[src/rtl/sort_sequencer.sv]
// sort_sequencer: loads an N-element frame, bubble-sorts it in place with a
// single compare-swap unit (one compare per cycle), then streams the sorted
// elements out smallest first over a valid/ready handshake.
module sort_sequencer #(
    parameter int N = 8,
    parameter int W = 8
) (
    input  logic         clk,
    input  logic         rst_n,
    input  logic         in_valid,
    output logic         in_ready,
    input  logic [W-1:0] in_data,
    output logic         out_valid,
    input  logic         out_ready,
    output logic [W-1:0] out_data,
    output logic         busy,
    output logic [7:0]   swap_count
);

    localparam int IW = (N > 1) ? $clog2(N) : 1;
    localparam logic [IW-1:0] LAST_IDX = IW'(N - 1);
    localparam logic [IW-1:0] LAST_P   = IW'(N - 2);

    typedef enum logic [1:0] {
        S_LOAD,
        S_SORT,
        S_DRAIN
    } state_t;

    state_t        state_q;
    logic [W-1:0]  mem_q [N];
    logic [IW-1:0] load_idx_q;
    logic [IW-1:0] out_idx_q;
    logic [IW-1:0] i_q;
    logic [IW-1:0] p_q;
    logic [7:0]    swp_q;
    logic          swapped_q;
    logic [7:0]    swap_count_q;

    logic [IW-1:0] i_nxt_d;
    logic [W-1:0]  a_d;
    logic [W-1:0]  b_d;
    logic          do_swap_d;
    logic          pass_end_d;

    // Compare-swap unit: looks at the current pair and decides the exchange.
    always_comb begin
        i_nxt_d    = i_q + 1'b1;
        a_d        = mem_q[i_q];
        b_d        = mem_q[i_nxt_d];
        do_swap_d  = (a_d > b_d);
        pass_end_d = (i_q == (LAST_P - p_q));
    end

    // Load / sort / drain sequencer with all frame state and counters.
    always_ff @(posedge clk or negedge rst_n) begin
        if (!rst_n) begin
            state_q      <= S_LOAD;
            load_idx_q   <= '0;
            out_idx_q    <= '0;
            i_q          <= '0;
            p_q          <= '0;
            swp_q        <= '0;
            swapped_q    <= 1'b0;
            swap_count_q <= '0;
            for (int unsigned k = 0; k < N; k++) begin
                mem_q[k] <= '0;
            end
        end else begin
            case (state_q)
                S_LOAD: begin
                    if (in_valid) begin
                        mem_q[load_idx_q] <= in_data;
                        if (load_idx_q == LAST_IDX) begin
                            state_q    <= S_SORT;
                            load_idx_q <= '0;
                            p_q        <= '0;
                            i_q        <= '0;
                            swp_q      <= '0;
                            swapped_q  <= 1'b0;
                        end else begin
                            load_idx_q <= load_idx_q + 1'b1;
                        end
                    end
                end
                S_SORT: begin
                    if (do_swap_d) begin
                        mem_q[i_q]     <= b_d;
                        mem_q[i_nxt_d] <= a_d;
                    end
                    swp_q <= swp_q + 8'(do_swap_d);
                    if (pass_end_d) begin
                        // The swap in this last compare still counts toward the pass.
                        if (!(swapped_q || do_swap_d) || (p_q == LAST_P)) begin
                            state_q      <= S_DRAIN;
                            out_idx_q    <= '0;
                            swap_count_q <= swp_q + 8'(do_swap_d);
                        end else begin
                            p_q       <= p_q + 1'b1;
                            i_q       <= '0;
                            swapped_q <= 1'b0;
                        end
                    end else begin
                        i_q <= i_nxt_d;
                        if (do_swap_d) begin
                            swapped_q <= 1'b1;
                        end
                    end
                end
                S_DRAIN: begin
                    if (out_ready) begin
                        if (out_idx_q == LAST_IDX) begin
                            state_q   <= S_LOAD;
                            out_idx_q <= '0;
                        end else begin
                            out_idx_q <= out_idx_q + 1'b1;
                        end
                    end
                end
                default: state_q <= S_LOAD;
            endcase
        end
    end

    // Outputs decoded purely from registered state.
    always_comb begin
        in_ready   = (state_q == S_LOAD);
        out_valid  = (state_q == S_DRAIN);
        out_data   = (state_q == S_DRAIN) ? mem_q[out_idx_q] : '0;
        busy       = (state_q != S_LOAD) || (load_idx_q != '0);
        swap_count = swap_count_q;
    end

endmodule

[config.mk]
export PLATFORM = sky130hd
export DESIGN_NAME = sort_sequencer
export DESIGN_NICKNAME = d
export VERILOG_FILES = /design/src/rtl/sort_sequencer.sv
export SDC_FILE = /design/constraint.sdc
export NUM_CORES = 1
export LEC_CHECK = 0
export CAP_MARGIN = 20
export CORE_ASPECT_RATIO = 1.2
export CORE_UTILIZATION = 60
export DETAILED_ROUTE_END_ITERATION = 12
export PLACE_DENSITY = 0.79
export SYNTH_ARGS = -nofsm -noshare
export SYNTH_HDL_FRONTEND = slang
export SYNTH_SLANG_ARGS = --single-unit
[constraint.sdc]
create_clock -name clk -period 10.7 [get_ports clk]
set_input_delay 2.14 -clock clk [delete_from_list [all_inputs] [get_ports clk]]
set_output_delay 2.14 -clock clk [all_outputs]
set_load 0.1 [all_outputs]
==> results.json <==
{
  "critPathKind": "reg -> out",
  "slowest_stage": "clkdlybuf4s50_1",
  "rows": 43,
  "min_period_ns": 5.376,
  "port_buffers": 30,
  "cts_buffers": 9,
  "r2r-end": "swap_count[5]",
  "placed_cells": 921,
  "fmax_ghz": 0.1860,
  "fp.dieH_microns": 121.4,
  "synthTopCellsByArea": "dfrtp_1 (33%), mux4_2 (9.2%), nand2_1 (4.9%)",
  "diodes": 0,
  "min_delay_path_depth": 1,
  "grt_start_max_net_pins": 62,
  "finalSetupViolCount": 0,
  "drc": 0,
  "antenna_found_initial": 0,
  "design_area_sq_mm": 0.007826,
  "period_share_pct": 50.24,
  "path_cells": "mux4_2, nand2_1, a21oi_1, clkdlybuf4s50_1",
  "instances_no_fill": 939,
  "start_kind": "register",
  "path_buf_inv": 1,
  "ys_ff_latch": 95,
  "dieArea_sq_mm": 0.01233,
  "holdCritStartpoint": "swap_count[4]",
  "ios": 31,
  "worstMarginPinSlew_ns": 1.017,
  "arrival_ns": 3.24,
  "yosys.area_share.simple_pct": 16.40,
  "synth.distinct_cells": 69,
  "cts_tree": "built",
  "critPathMaxStageDelay_ns": 1.18,
  "cp-end-kind": "output port",
  "muxShareOfSynthArea_pct": 15.98,
  "clkSlewWorstSetupHoldPaths_ns": 0.07,
  "track_usage_pct": 38.02,
  "synth_area_per_cell_sq_um": 9.337,
  "via_per_inst": 7.128,
  "grt_pass1_wl_microns": 34730,
  "reg2reg_depth": 15,
  "cp_data_required_time_ns": 8.56,
  "synth_top_family_by_area": "compound AO/OA/AOI/OAI gates",
  "post-dp-hpwl_microns": 14770,
  "synth_cells": 764,
  "outcome": "complete, no violations",
  "r2r_setup_slack_ns": 5.60,
  "drt_iter0_drc": 846,
  "clkLatencyLatePin_ns": 0.36,
  "hp-class": "reg -> reg",
  "final_layout_size_suffix_gt1_share_pct": 16.37,
  "syn_area_sq_mm": 0.007133,
  "worstPathMaxFanout": 18,
  "clkSinkCount": 95,
  "slew_violations": 0,
  "fin_skew_ns": 0.01157,
  "r2r-start": "i_q[0]",
  "initial_core_util_pct": 61.67,
  "fin_nets": 808,
  "async_flop_share_pct": 100.0,
  "drtPass1Iterations": 6,
  "wirelength_microns": 22000,
  "dpl_cell_area_sq_mm": 0.007507,
  "synth_area_leader_cell": "dfrtp_1",
  "yosysTopAreaCellShare_pct": 33.33,
  "finalHoldViolations": 0,
  "pre_cts_slack_ns": 5.702,
  "cp.depth": 4,
  "dieWidth_microns": 101.5,
  "nFillCells": 920,
  "synth-adder-area-share_pct": 3.333,
  "cts_root_buf": "clkbuf_16",
  "slew_headroom_pct": 32.17,
  "synth_top_flop_cell": "dfrtp_1",
  "yosysWarnings": 0,
  "yosysSeqAreaShare_pct": 33.33,
  "grt_pass1_vias": 6443,
  "globalRouteOverflowTotal": 0,
  "synth_edf_count": 0,
  "synth_xor_area_share_pct": 1.754,
  "startpoint": "out_idx_q[1]",
  "grt_setup_unrepaired": "no",
  "ant_nets": 0,
  "crit_family": "buffers and inverters",
  "area_growth_pct": 9.718,
  "holdPathEnd": "swap_count[4]",
  "core_sq_mm": 0.01157,
  "holdBufCountCts": 0,
  "synth_compound_area_share_pct": 24.57,
  "fin_setup_tns_ns": 0,
  "postCtsSetupBuffers": 0,
  "cts_max_level": 3,
  "maxCapViolCount": 0,
  "gp_congestion": 0.9864,
  "fin_ws_ns": 5.324,
  "cts.path.max_buffers": 2,
  "wire_per_inst_microns": 23.43,
  "vias": 6693,
  "synth_fp_nets": 795,
  "ctsResizeCount": 0
}
## synth_stat cells (3+ instances only)
| cell | number |
|---|---|
| a22o_1 | 7 |
| a21oi_1 | 54 |
| a21o_1 | 4 |
| o41ai_2 | 5 |
| mux2_2 | 21 |
| and3_1 | 7 |
| o31ai_1 | 3 |
| o211ai_1 | 4 |
| a22oi_1 | 30 |
| inv_1 | 24 |
| clkbuf_1 | 10 |
| nand2_1 | 94 |
| nor2b_1 | 9 |
| o221a_2 | 21 |
| dfrtp_1 | 95 |
| buf_4 | 8 |
| buf_2 | 24 |
| nor2_1 | 91 |
| xor2_1 | 7 |
| mux2i_1 | 25 |
| o22ai_1 | 5 |
| o221ai_1 | 7 |
| a31oi_1 | 29 |
| nand2b_1 | 8 |
| o21ai_0 | 29 |
| nand3_1 | 22 |
| a221oi_1 | 9 |
| mux4_2 | 29 |
| nor3_1 | 10 |
| ha_1 | 19 |
## metal layers
layer,share of wire [%],GRT usage [%],vias to the layer above,wire length [microns]
met5,0,0,-,0
met4,5.8,23.55,0,1273
met3,10,6.509,120,2303
met2,47,58.74,458,10360
met1,37,49.45,3188,8068
li1,-,-,2927,-
## cell usage in the layout (no fill, tap or decap), types with 3 or more instances in the layout
| master | n |
|---|---|
| a22oi_1 | 30 |
| o22ai_1 | 5 |
| o221ai_1 | 7 |
| a21oi_1 | 54 |
| nor2b_1 | 9 |
| xor2_1 | 7 |
| inv_1 | 24 |
| nand2b_1 | 7 |
| dfrtp_1 | 94 |
| o41ai_2 | 5 |
| o31ai_1 | 3 |
| ha_1 | 19 |
| o211ai_1 | 4 |
| a221oi_1 | 9 |
| buf_4 | 16 |
| and3_1 | 7 |
| o21ai_0 | 29 |
| clkdlybuf4s50_1 | 29 |
| nor2_1 | 91 |
| mux4_2 | 29 |
| nand2_1 | 94 |
| nor3_1 | 10 |
| nand3_1 | 22 |
| a31oi_1 | 29 |
| a22o_1 | 7 |
| clkbuf_16 | 9 |
| clkinv_4 | 3 |
| o221a_2 | 21 |
| a21o_1 | 4 |
| mux2_2 | 21 |
| mux2i_1 | 25 |
## cells by family after synthesis
family | Yosys count
flops | 95
xor+xnor | 11
simple gates | 261
compound gates | 233
mux | 75
buf+inv | 70
fa+ha+maj | 19
## registers in the layout, summed over array words and instances, names as in the netlist
signal,count
i_q,3
state_q,2
swapped_q,1
load_idx_q,3
swap_count,8
swp_q,8
out_idx_q,3
p_q,3
mem_q,64
## area by class of cell
type,instances,area (sq um),area share [%]
inverter,25,93.84,1.199
clock buffer,9,225.2,2.878
clock inverter,7,71.32,0.9113
sequential,95,2379,30.39
tap,157,196.4,2.510
multi-input combinational,599,4428,56.58
timing repair buffer,47,432.9,5.532
## stage by stage
stage          hold slack, ns  utilization [%]
3_5_place_dp           0.4951            64.90
3_3_place_gp           0.4917            64.90
2_1_floorplan          0.4692                -
5_1_grt                0.5343            67.66
6_report               0.5131            67.66
4_1_cts                0.5173            67.46
## worst max-delay path by stage
stage,endpoint,slack (ns)
floorplan,busy,5.68
global placement,swap_count[5],5.82
detailed placement,swp_q[6],5.70
CTS,out_data[4],5.42
global route,swap_count[6],5.25
finish,out_data[4],5.32
Power is not shown: default switching activity piles up to over one toggle a cycle in this logic, so the estimate is an artifact.
